`src/rtl/regfile_sb_if.sv`:
```
// rtl/regfile_sb_if.sv - register file write/read/alloc bus
interface regfile_sb_if #(
  parameter int DATA_W = 8,
  parameter int ADDR_W = 3
);
  logic              WE;
  logic [ADDR_W-1:0] WA;
  logic [DATA_W-1:0] WD;
  logic [ADDR_W-1:0] RA1;
  logic [ADDR_W-1:0] RA2;
  logic              ALLOC;
  logic [ADDR_W-1:0] ALLOC_A;
  logic [DATA_W-1:0] R1;
  logic [DATA_W-1:0] R2;
  logic              B1;
  logic              B2;
  logic              ANY_BUSY;

  modport master (
    output WE, WA, WD, RA1, RA2, ALLOC, ALLOC_A,
    input  R1, R2, B1, B2, ANY_BUSY
  );

  modport slave (
    input  WE, WA, WD, RA1, RA2, ALLOC, ALLOC_A,
    output R1, R2, B1, B2, ANY_BUSY
  );
endinterface

```
`src/rtl/regfile_sb.sv`:
```
// rtl/regfile_sb.sv - register file with write-first read ports and busy scoreboard
module regfile_sb #(
  parameter int                DATA_W    = 8,
  parameter int                ADDR_W    = 3,
  parameter int                ZERO_R0   = 0,
  parameter logic [DATA_W-1:0] RESET_VAL = '0
) (
  input logic         CLK,
  input logic         RST_N,
  regfile_sb_if.slave bus
);
  localparam int NREG = 2 ** ADDR_W;

  logic [NREG-1:0][DATA_W-1:0] mem;
  logic [NREG-1:0]             busy;
  logic [NREG-1:0]             busy_nxt;
  logic                        we_ok;
  logic                        alloc_ok;
  logic [DATA_W-1:0]           rd1;
  logic [DATA_W-1:0]           rd2;

  // Entry 0 is never written nor marked busy when hardwired, so it reads 0/0 without special casing.
  always_comb begin
    we_ok    = bus.WE    && !(ZERO_R0 != 0 && bus.WA == '0);
    alloc_ok = bus.ALLOC && !(ZERO_R0 != 0 && bus.ALLOC_A == '0);
    busy_nxt = busy;
    if (we_ok)    busy_nxt[bus.WA]      = 1'b0;
    if (alloc_ok) busy_nxt[bus.ALLOC_A] = 1'b1;
    rd1 = (we_ok && bus.WA == bus.RA1) ? bus.WD : mem[bus.RA1];
    rd2 = (we_ok && bus.WA == bus.RA2) ? bus.WD : mem[bus.RA2];
  end

  always_ff @(posedge CLK or negedge RST_N) begin
    if (!RST_N) begin
      mem <= {NREG{RESET_VAL}};
      if (ZERO_R0 != 0) mem[0] <= '0;
      busy         <= '0;
      bus.R1       <= '0;
      bus.R2       <= '0;
      bus.B1       <= 1'b0;
      bus.B2       <= 1'b0;
      bus.ANY_BUSY <= 1'b0;
    end else begin
      if (we_ok) mem[bus.WA] <= bus.WD;
      busy         <= busy_nxt;
      bus.R1       <= rd1;
      bus.R2       <= rd2;
      bus.B1       <= busy_nxt[bus.RA1];
      bus.B2       <= busy_nxt[bus.RA2];
      bus.ANY_BUSY <= |busy_nxt;
    end
  end
endmodule

```
`src/flat_wrapper.sv`:
```
// flat-port wrapper written by rule: the top's interface ports become plain ports
module regfile_sb_flat 
#(
  parameter int                DATA_W    = 8,
  parameter int                ADDR_W    = 3,
  parameter int                ZERO_R0   = 0,
  parameter logic [DATA_W-1:0] RESET_VAL = '0
)
  (CLK, RST_N, bus_WE, bus_WA, bus_WD, bus_RA1, bus_RA2, bus_ALLOC, bus_ALLOC_A, bus_R1, bus_R2, bus_B1, bus_B2, bus_ANY_BUSY);
  regfile_sb_if #(.DATA_W(DATA_W), .ADDR_W(ADDR_W)) bus_i ();
  input logic CLK;
  input logic RST_N;
  input wire logic [$bits(bus_i.WE)-1:0] bus_WE;
  input wire logic [$bits(bus_i.WA)-1:0] bus_WA;
  input wire logic [$bits(bus_i.WD)-1:0] bus_WD;
  input wire logic [$bits(bus_i.RA1)-1:0] bus_RA1;
  input wire logic [$bits(bus_i.RA2)-1:0] bus_RA2;
  input wire logic [$bits(bus_i.ALLOC)-1:0] bus_ALLOC;
  input wire logic [$bits(bus_i.ALLOC_A)-1:0] bus_ALLOC_A;
  output wire logic [$bits(bus_i.R1)-1:0] bus_R1;
  output wire logic [$bits(bus_i.R2)-1:0] bus_R2;
  output wire logic [$bits(bus_i.B1)-1:0] bus_B1;
  output wire logic [$bits(bus_i.B2)-1:0] bus_B2;
  output wire logic [$bits(bus_i.ANY_BUSY)-1:0] bus_ANY_BUSY;
  assign bus_i.WE = bus_WE;
  assign bus_i.WA = bus_WA;
  assign bus_i.WD = bus_WD;
  assign bus_i.RA1 = bus_RA1;
  assign bus_i.RA2 = bus_RA2;
  assign bus_i.ALLOC = bus_ALLOC;
  assign bus_i.ALLOC_A = bus_ALLOC_A;
  assign bus_R1 = bus_i.R1;
  assign bus_R2 = bus_i.R2;
  assign bus_B1 = bus_i.B1;
  assign bus_B2 = bus_i.B2;
  assign bus_ANY_BUSY = bus_i.ANY_BUSY;
  regfile_sb #(.DATA_W(DATA_W), .ADDR_W(ADDR_W), .ZERO_R0(ZERO_R0), .RESET_VAL(RESET_VAL)) u_core (.CLK(CLK), .RST_N(RST_N), .bus(bus_i));
endmodule
```
`config.mk`:
```
export PLATFORM = sky130hd
export DESIGN_NAME = regfile_sb_flat
export DESIGN_NICKNAME = d
export VERILOG_FILES = /design/src/rtl/regfile_sb_if.sv /design/src/rtl/regfile_sb.sv /design/src/flat_wrapper.sv
export SDC_FILE = /design/constraint.sdc
export NUM_CORES = 1
export LEC_CHECK = 0
export ABC_CLOCK_PERIOD_IN_PS = 1100
export CORE_MARGIN = 5
export CORE_UTILIZATION = 52
export DETAILED_ROUTE_END_ITERATION = 6
export PLACE_DENSITY_LB_ADDON = 0.3
export SLEW_MARGIN = 20
export SYNTH_ARGS = -nofsm -noshare
export SYNTH_HDL_FRONTEND = slang
export SYNTH_SLANG_ARGS = --single-unit
```
`constraint.sdc`:
```
create_clock -name CLK -period 1.1 [get_ports CLK]
set_input_delay 0.22 -clock CLK [delete_from_list [all_inputs] [get_ports CLK]]
set_output_delay 0.22 -clock CLK [all_outputs]
set_load 0.03 [all_outputs]
```
==> impl_metrics.env, run 1 <==
export IMPL_status="finished, violations left"
export IMPL_violations="negative setup slack"
export IMPL_hold_end="u_core.busy[0]"
export IMPL_area_growth_pct=31.1
export IMPL_finalNetCount=472
export IMPL_num_rows=35
export IMPL_worstSetupEndpointType="flip-flop"
export IMPL_pwr_share_seq=0.430
export IMPL_drc=0
export IMPL_async_flop_share=1.00
export IMPL_highest_layer="met4"
export IMPL_slew_headroom=0.744
export IMPL_drtAntennaViolNets=0
export IMPL_layout_cells_non_filler=564
export IMPL_initial_core_util=0.526
export IMPL_synth_avg_cell_area_um2=13.7
export IMPL_intPower_mw=7.64
export IMPL_worst_pin_slew_ps=383
export IMPL_clock_skew_final_ps=9.82
export IMPL_fin_ws_ps=-167
export IMPL_n_antenna_cell=0
export IMPL_post_route_min_period_ps=1270
export IMPL_postPlaceCellArea_um2=5710
export IMPL_gp_congestion=0.881
export IMPL_yosysSeqAreaShare=0.475
export IMPL_synth_seq_cells=91
export IMPL_utilization=0.690
export IMPL_crit_fanout=3
export IMPL_grt_setup_unrepaired="true"
export IMPL_criticalPathCategory="reg2reg"
export IMPL_synth_cells=349
export IMPL_grtUsageTotal=0.224
export IMPL_numPortBuffers=42
export IMPL_place_hpwl_um=7800
export IMPL_total_power_mw=10.7
export IMPL_hold_path_class="in2reg"
export IMPL_cts_root_buf="clkbuf_8"
export IMPL_yosys_warnings=0
export IMPL_dp_cells=534
export IMPL_pwr_share_clk=0.261
export IMPL_die_h_um=106
export IMPL_vias=3366
export IMPL_p_switching_mw=3.10
export IMPL_final_hold_violation_count=0
export IMPL_cts_buffer_depth=2
export IMPL_r2r_end="u_core.bus.R1[5]"
export IMPL_antenna_found_initial=0
export IMPL_drv_slew=0
export IMPL_synth_area_um2=4790
export IMPL_fin_area_um2=6280
export IMPL_whs_ps=208
export IMPL_worstHoldStart="bus_WA[0]"
export IMPL_wl_met1_um=4780
export IMPL_finalWirelength_um=11800
export IMPL_dr_pass1_iters=4
export IMPL_maxCapViolCount=0
export IMPL_start_kind="flip-flop"
export IMPL_wl_met3_um=746
export IMPL_hold_depth=3
export IMPL_die_area_um2=11200
export IMPL_cts_max_level=3
export IMPL_first_iter_violations=142
export IMPL_r2r_cells=3
export IMPL_rrSetupSlack_ps=-170
export IMPL_fmax_ghz=0.790
export IMPL_vias_per_cell=5.97
export IMPL_met2WireLength_um=6010
export IMPL_first_global_vias=3547
export IMPL_r2r_start="u_core.mem[61]"
export IMPL_fp_dieW_um=106
export IMPL_dpl_worst_slack_ps=-942
export IMPL_cts_buffers=9
export IMPL_grt_pass1_wl_um=19100
export IMPL_io_pins=43
export IMPL_swShare=0.289
export IMPL_cp_arrival_ps=1500
export IMPL_routedWlPerCell_um=21.0
export IMPL_p_comb_frac=0.308
export IMPL_setup_tns_ps=-2140
export IMPL_synth_nets=373
export IMPL_worst_ep_required_time_ps=1340
export IMPL_clk_pin_slew_ps=90
export IMPL_overflow=0
export IMPL_vdd_ir_drop_worst_v=0.000679
export IMPL_synth_ff_type="dfrtp_1"
export IMPL_leakage_nw=2.77
export IMPL_synth_edf_count=0
export IMPL_synth_distinct_cells=37
export IMPL_cts_tree="done"
export IMPL_setup_viol=23
export IMPL_fill_cells=638
export IMPL_p_per_area_nw_per_um2=1710
export IMPL_layout_drive_gt1_share=0.519
export IMPL_clock_latency_ps=350
export IMPL_numClockSinks=91
export IMPL_grt_start_max_net_pins=29
export IMPL_timing_final_crit_share=1.15
export IMPL_core_um2=9110
[layer usage]
layer / track usage / up-vias
li1: - / 1496
met1: 0.286 / 1735
met2: 0.378 / 110
met3: 0.0395 / 25
met4: 0.0925 / 0
met5: 0 / -
[worst max-delay path, cell delays in order, from the launching register on]
cell and delay (ps):
dfrtp_1 400, mux4_2 490, mux2i_1 160, a21oi_1 110
[cell type report]
class | instances | area [um^2] | area share
repair buffers | 120 | 1180 | 0.188
flip-flops and latches | 91 | 2280 | 0.362
clock inverters | 5 | 109 | 0.0173
well taps | 111 | 139 | 0.0221
clock buffers | 11 | 141 | 0.0225
multi-input cells | 223 | 2430 | 0.386
inverters | 3 | 11.3 | 0.00179
[power groups by stage]
stage / Sequential (mW) / Clock (mW) / Combinational (mW)
final: 4.62 / 2.80 / 3.31
after global routing: 4.72 / 3.00 / 3.54
after global placement: 4.56 / 0 / 2.93
after CTS: 4.60 / 2.83 / 3.25
after floorplan: 4.88 / 0 / 1.68
after detailed placement: 4.63 / 0 / 3.00
[worst max-delay path by stage]
stage                         startpoint                  end  slack [ps]
final                     u_core.mem[61]     u_core.bus.R1[5]        -170
after floorplan                bus_WA[2]  u_core.bus.ANY_BUSY        -430
after global routing      u_core.mem[52]     u_core.bus.R2[4]        -230
after global placement         bus_WA[2]  u_core.bus.ANY_BUSY        -860
after CTS                 u_core.mem[61]     u_core.bus.R1[5]        -170
after detailed placement       bus_WA[2]  u_core.bus.ANY_BUSY        -940
[cells by family (layout without fill, tap and decap cells)]
| logic type | count (synthesis) | after routing | synth area share |
|---|---|---|---|
| xor gates and xnor gates | 13 | 13 | 0.0238 |
| DFF | 91 | 91 | 0.475 |
| buffers and inverters | 35 | 139 | 0.0394 |
| and+or+nand+nor | 63 | 63 | 0.0820 |
| muxes | 114 | 114 | 0.339 |
| AOI/OAI and AO/OA | 33 | 33 | 0.0410 |
[cell usage in the layout, fill, tap and decap left out, types with 2 or more instances in the layout]
cell type / n
buf_2: 2
a21oi_1: 17
o32ai_1: 2
clkdlybuf4s50_1: 8
a311oi_1: 2
mux4_2: 32
nor2_1: 20
buf_6: 28
o311a_1: 2
mux2i_1: 16
nand2b_1: 3
nand2_2: 2
buf_12: 8
o21ai_0: 7
nor2b_1: 3
mux2_2: 55
clkbuf_8: 10
nor4b_2: 2
inv_2: 2
dfrtp_1: 91
buf_4: 63
mux2_4: 11
xnor2_1: 11
nand2_1: 13
dlygate4sd2_1: 8
nand2b_4: 2
bufinv_16: 3
nand4b_2: 2
nand4_1: 6
[state kept, by name, summed over array words and instances, names as in the netlist]
register,count
u_core.bus.ANY_BUSY,1
u_core.bus.B1,1
u_core.bus.B2,1
u_core.bus.R1,8
u_core.bus.R2,8
u_core.busy,8
u_core.mem,64
[synth_stat cells (2+ instances only)]
library cell,count,area [um^2]
dfrtp_1,91,2280
mux2_2,66,743
mux4_2,32,721
nor2_1,20,75.1
a21oi_1,18,90.1
mux2i_1,16,160
nand2_1,15,56.3
xnor2_1,12,105
buf_1,9,33.8
buf_2,9,45.0
o21ai_0,7,35.0
nand4_1,6,37.5
clkbuf_1,5,18.8
buf_4,4,30.0
buf_6,4,45.0
nand2b_1,4,25.0
nor2b_1,3,18.8
o32ai_1,3,26.3
a311oi_1,2,17.5
inv_2,2,7.51
nand4b_2,2,30.0
nor3b_1,2,15.0
nor4b_1,2,17.5
o311a_1,2,20.0
[repair_timing]
item,CTS,global route
cloned,2,0
setup buffers,7,4
hold buffers,1,0
resized for setup,71,14
hold endpoints to repair,18,0
pin swaps,11,9
setup endpoints to repair,110,46
(Power assumes the default switching activity.)
==> run 2, diff against run 1 <==
--- a/config.mk
+++ b/config.mk
@@ -5,7 +5,6 @@
 export SDC_FILE = /design/constraint.sdc
 export NUM_CORES = 1
 export LEC_CHECK = 0
-export ABC_CLOCK_PERIOD_IN_PS = 1100
 export CORE_MARGIN = 5
 export CORE_UTILIZATION = 52
 export DETAILED_ROUTE_END_ITERATION = 6
==> results of run 2 <==
Final layout, timing and power as in run 1 (identical DEF).
==> run 3, diff against run 2 <==
--- a/config.mk
+++ b/config.mk
@@ -9,6 +9,7 @@
 export CORE_UTILIZATION = 52
 export DETAILED_ROUTE_END_ITERATION = 6
 export PLACE_DENSITY_LB_ADDON = 0.3
+export SKIP_LAST_GASP = 1
 export SLEW_MARGIN = 20
 export SYNTH_ARGS = -nofsm -noshare
 export SYNTH_HDL_FRONTEND = slang
==> run 3 against run 2 <==
  * The flow still finishes with violations (negative setup slack)
  * Sequential power hardly changed
  * Register-to-register slack hardly changed
  * Clock power hardly changed
  * Final area is 0.28% higher
  * Largest cell class unchanged
  * Combinational power hardly changed
  * Die area stayed put
  * Highest routed layer unchanged
==> impl_metrics.env, run 3 (synthesized netlist as in run 1, its figures left out) <==
export IMPL_top_register="u_core.mem"
export IMPL_setup_tns_ps=-2170
export IMPL_post_route_min_period_ps=1270
export IMPL_fmax_ghz=0.788
export IMPL_swShare=0.290
export IMPL_clk_pin_slew_ps=90
export IMPL_slew_headroom=0.746
export IMPL_cts_max_level=3
export IMPL_final_hold_violation_count=0
export IMPL_grtUsageTotal=0.224
export IMPL_grt_setup_unrepaired="true"
export IMPL_initial_core_util=0.526
export IMPL_die_area_um2=11200
export IMPL_drtAntennaViolNets=0
export IMPL_fp_dieW_um=106
export IMPL_violations="negative setup slack"
export IMPL_fill_cells=631
export IMPL_leakage_nw=2.79
export IMPL_vdd_ir_drop_worst_v=0.000669
export IMPL_numClockSinks=91
export IMPL_fin_ws_ps=-168
export IMPL_timing_final_crit_share=1.15
export IMPL_area_growth_pct=31.4
export IMPL_overflow=0
export IMPL_cts_root_buf="clkbuf_8"
export IMPL_worst_ep_required_time_ps=1340
export IMPL_p_per_area_nw_per_um2=1710
export IMPL_final_common_cell="dfrtp_1"
export IMPL_numPortBuffers=42
export IMPL_gp_congestion=0.881
export IMPL_start_kind="flip-flop"
export IMPL_p_comb_frac=0.310
export IMPL_setup_viol=23
export IMPL_grt_pass1_wl_um=19100
export IMPL_clock_latency_ps=350
export IMPL_worstSetupEndpointType="flip-flop"
export IMPL_vias=3370
export IMPL_met2WireLength_um=6150
export IMPL_grt_start_max_net_pins=29
export IMPL_cts_buffers=9
export IMPL_finalWirelength_um=12000
export IMPL_highest_layer="met4"
export IMPL_first_global_vias=3547
export IMPL_layout_drive_gt1_share=0.521
export IMPL_cts_buffer_depth=2
export IMPL_die_h_um=106
export IMPL_pwr_share_clk=0.261
export IMPL_worst_pin_slew_ps=380
export IMPL_rrSetupSlack_ps=-170
export IMPL_maxCapViolCount=0
export IMPL_place_hpwl_um=7800
export IMPL_hold_path_class="in2reg"
export IMPL_clock_skew_final_ps=9.98
export IMPL_largest_reg_flops=64
export IMPL_dp_cells=534
export IMPL_intPower_mw=7.65
export IMPL_cts_tree="done"
export IMPL_io_pins=43
export IMPL_status="finished, violations left"
export IMPL_num_rows=35
export IMPL_cp_arrival_ps=1510
export IMPL_first_iter_violations=134
export IMPL_drv_slew=0
export IMPL_layout_cells_non_filler=566
export IMPL_drc=0
export IMPL_p_switching_mw=3.12
export IMPL_finalNetCount=474
export IMPL_layout_common_cells="dfrtp_1 (91), buf_4 (66), mux2_2 (55)"
export IMPL_pwr_share_seq=0.429
export IMPL_vias_per_cell=5.95
export IMPL_wl_met3_um=501
export IMPL_antenna_found_initial=0
export IMPL_dr_pass1_iters=5
export IMPL_crit_fanout=3
export IMPL_routedWlPerCell_um=21.1
export IMPL_n_antenna_cell=0
export IMPL_criticalPathCategory="reg2reg"
export IMPL_wl_met1_um=5010
export IMPL_core_um2=9110
run 3: worst paths after layout:
path                       cells past startpoint                to           start
max                                            3  u_core.bus.R2[3]  u_core.mem[51]
min                                            3    u_core.busy[0]       bus_WA[0]
max reg2reg                                    3  u_core.bus.R2[3]  u_core.mem[51]
min reg2reg                                    2    u_core.busy[7]  u_core.busy[7]
max in group asynchronous                      3    u_core.mem[30]           RST_N
min in group asynchronous                      2    u_core.busy[0]           RST_N
run 3: metal layers:
| layer | vias up | global-route usage |
|---|---|---|
| met1 | 1747 | 0.286 |
| met4 | 0 | 0.0925 |
| met3 | 25 | 0.0395 |
| li1 | 1498 | - |
| met5 | - | 0 |
| met2 | 100 | 0.378 |
run 3: worst max-delay path: stages, from the launching register on:
cell and delay [ps]:
dfrtp_1 410, mux4_2 470, mux2i_1 190, a21oi_2 90
run 3: stage by stage:
step / area [um^2] / hold slack (ps) / setup slack [ps] / utilization / total power [mW]
2_1_floorplan: 4950 / -75.6 / -426 / - / 6.56
3_3_place_gp: 5710 / 150 / -865 / 0.627 / 7.50
3_5_place_dp: 5710 / 154 / -942 / 0.627 / 7.62
4_1_cts: 6210 / 257 / -168 / 0.682 / 10.7
5_1_grt: 6300 / 205 / -227 / 0.692 / 11.3
6_report: 6300 / 196 / -168 / 0.692 / 10.8
run 3: cell type report:
cell class                      instances  area, um^2  area share
Clock inverter                          5         109      0.0173
Sequential cell                        91        2280       0.361
Clock buffer                           11         141      0.0224
Tap cell                              111         139      0.0220
Inverter                                3        11.3     0.00179
Timing Repair Buffer                  122        1190       0.189
Multi-Input combinational cell        223        2430       0.386
run 3: timing repair:
action / 4_1_cts / 5_1_grt
cloned: 2 / 0
hold endpoints to repair: 18 / 0
hold buffers: 1 / 0
gates resized for setup: 70 / 14
buffers inserted: 7 / 6
setup endpoints to repair: 110 / 46
pin swaps: 10 / 11
run 3: power groups by stage:
| stage | combinational, mW | sequential (mW) | clock [mW] |
|---|---|---|---|
| floorplan | 1.68 | 4.88 | 0 |
| CTS | 3.26 | 4.60 | 2.83 |
| global placement | 2.93 | 4.56 | 0 |
| finish | 3.34 | 4.62 | 2.82 |
| global route | 3.56 | 4.71 | 3.01 |
| detailed placement | 3.00 | 4.63 | 0 |
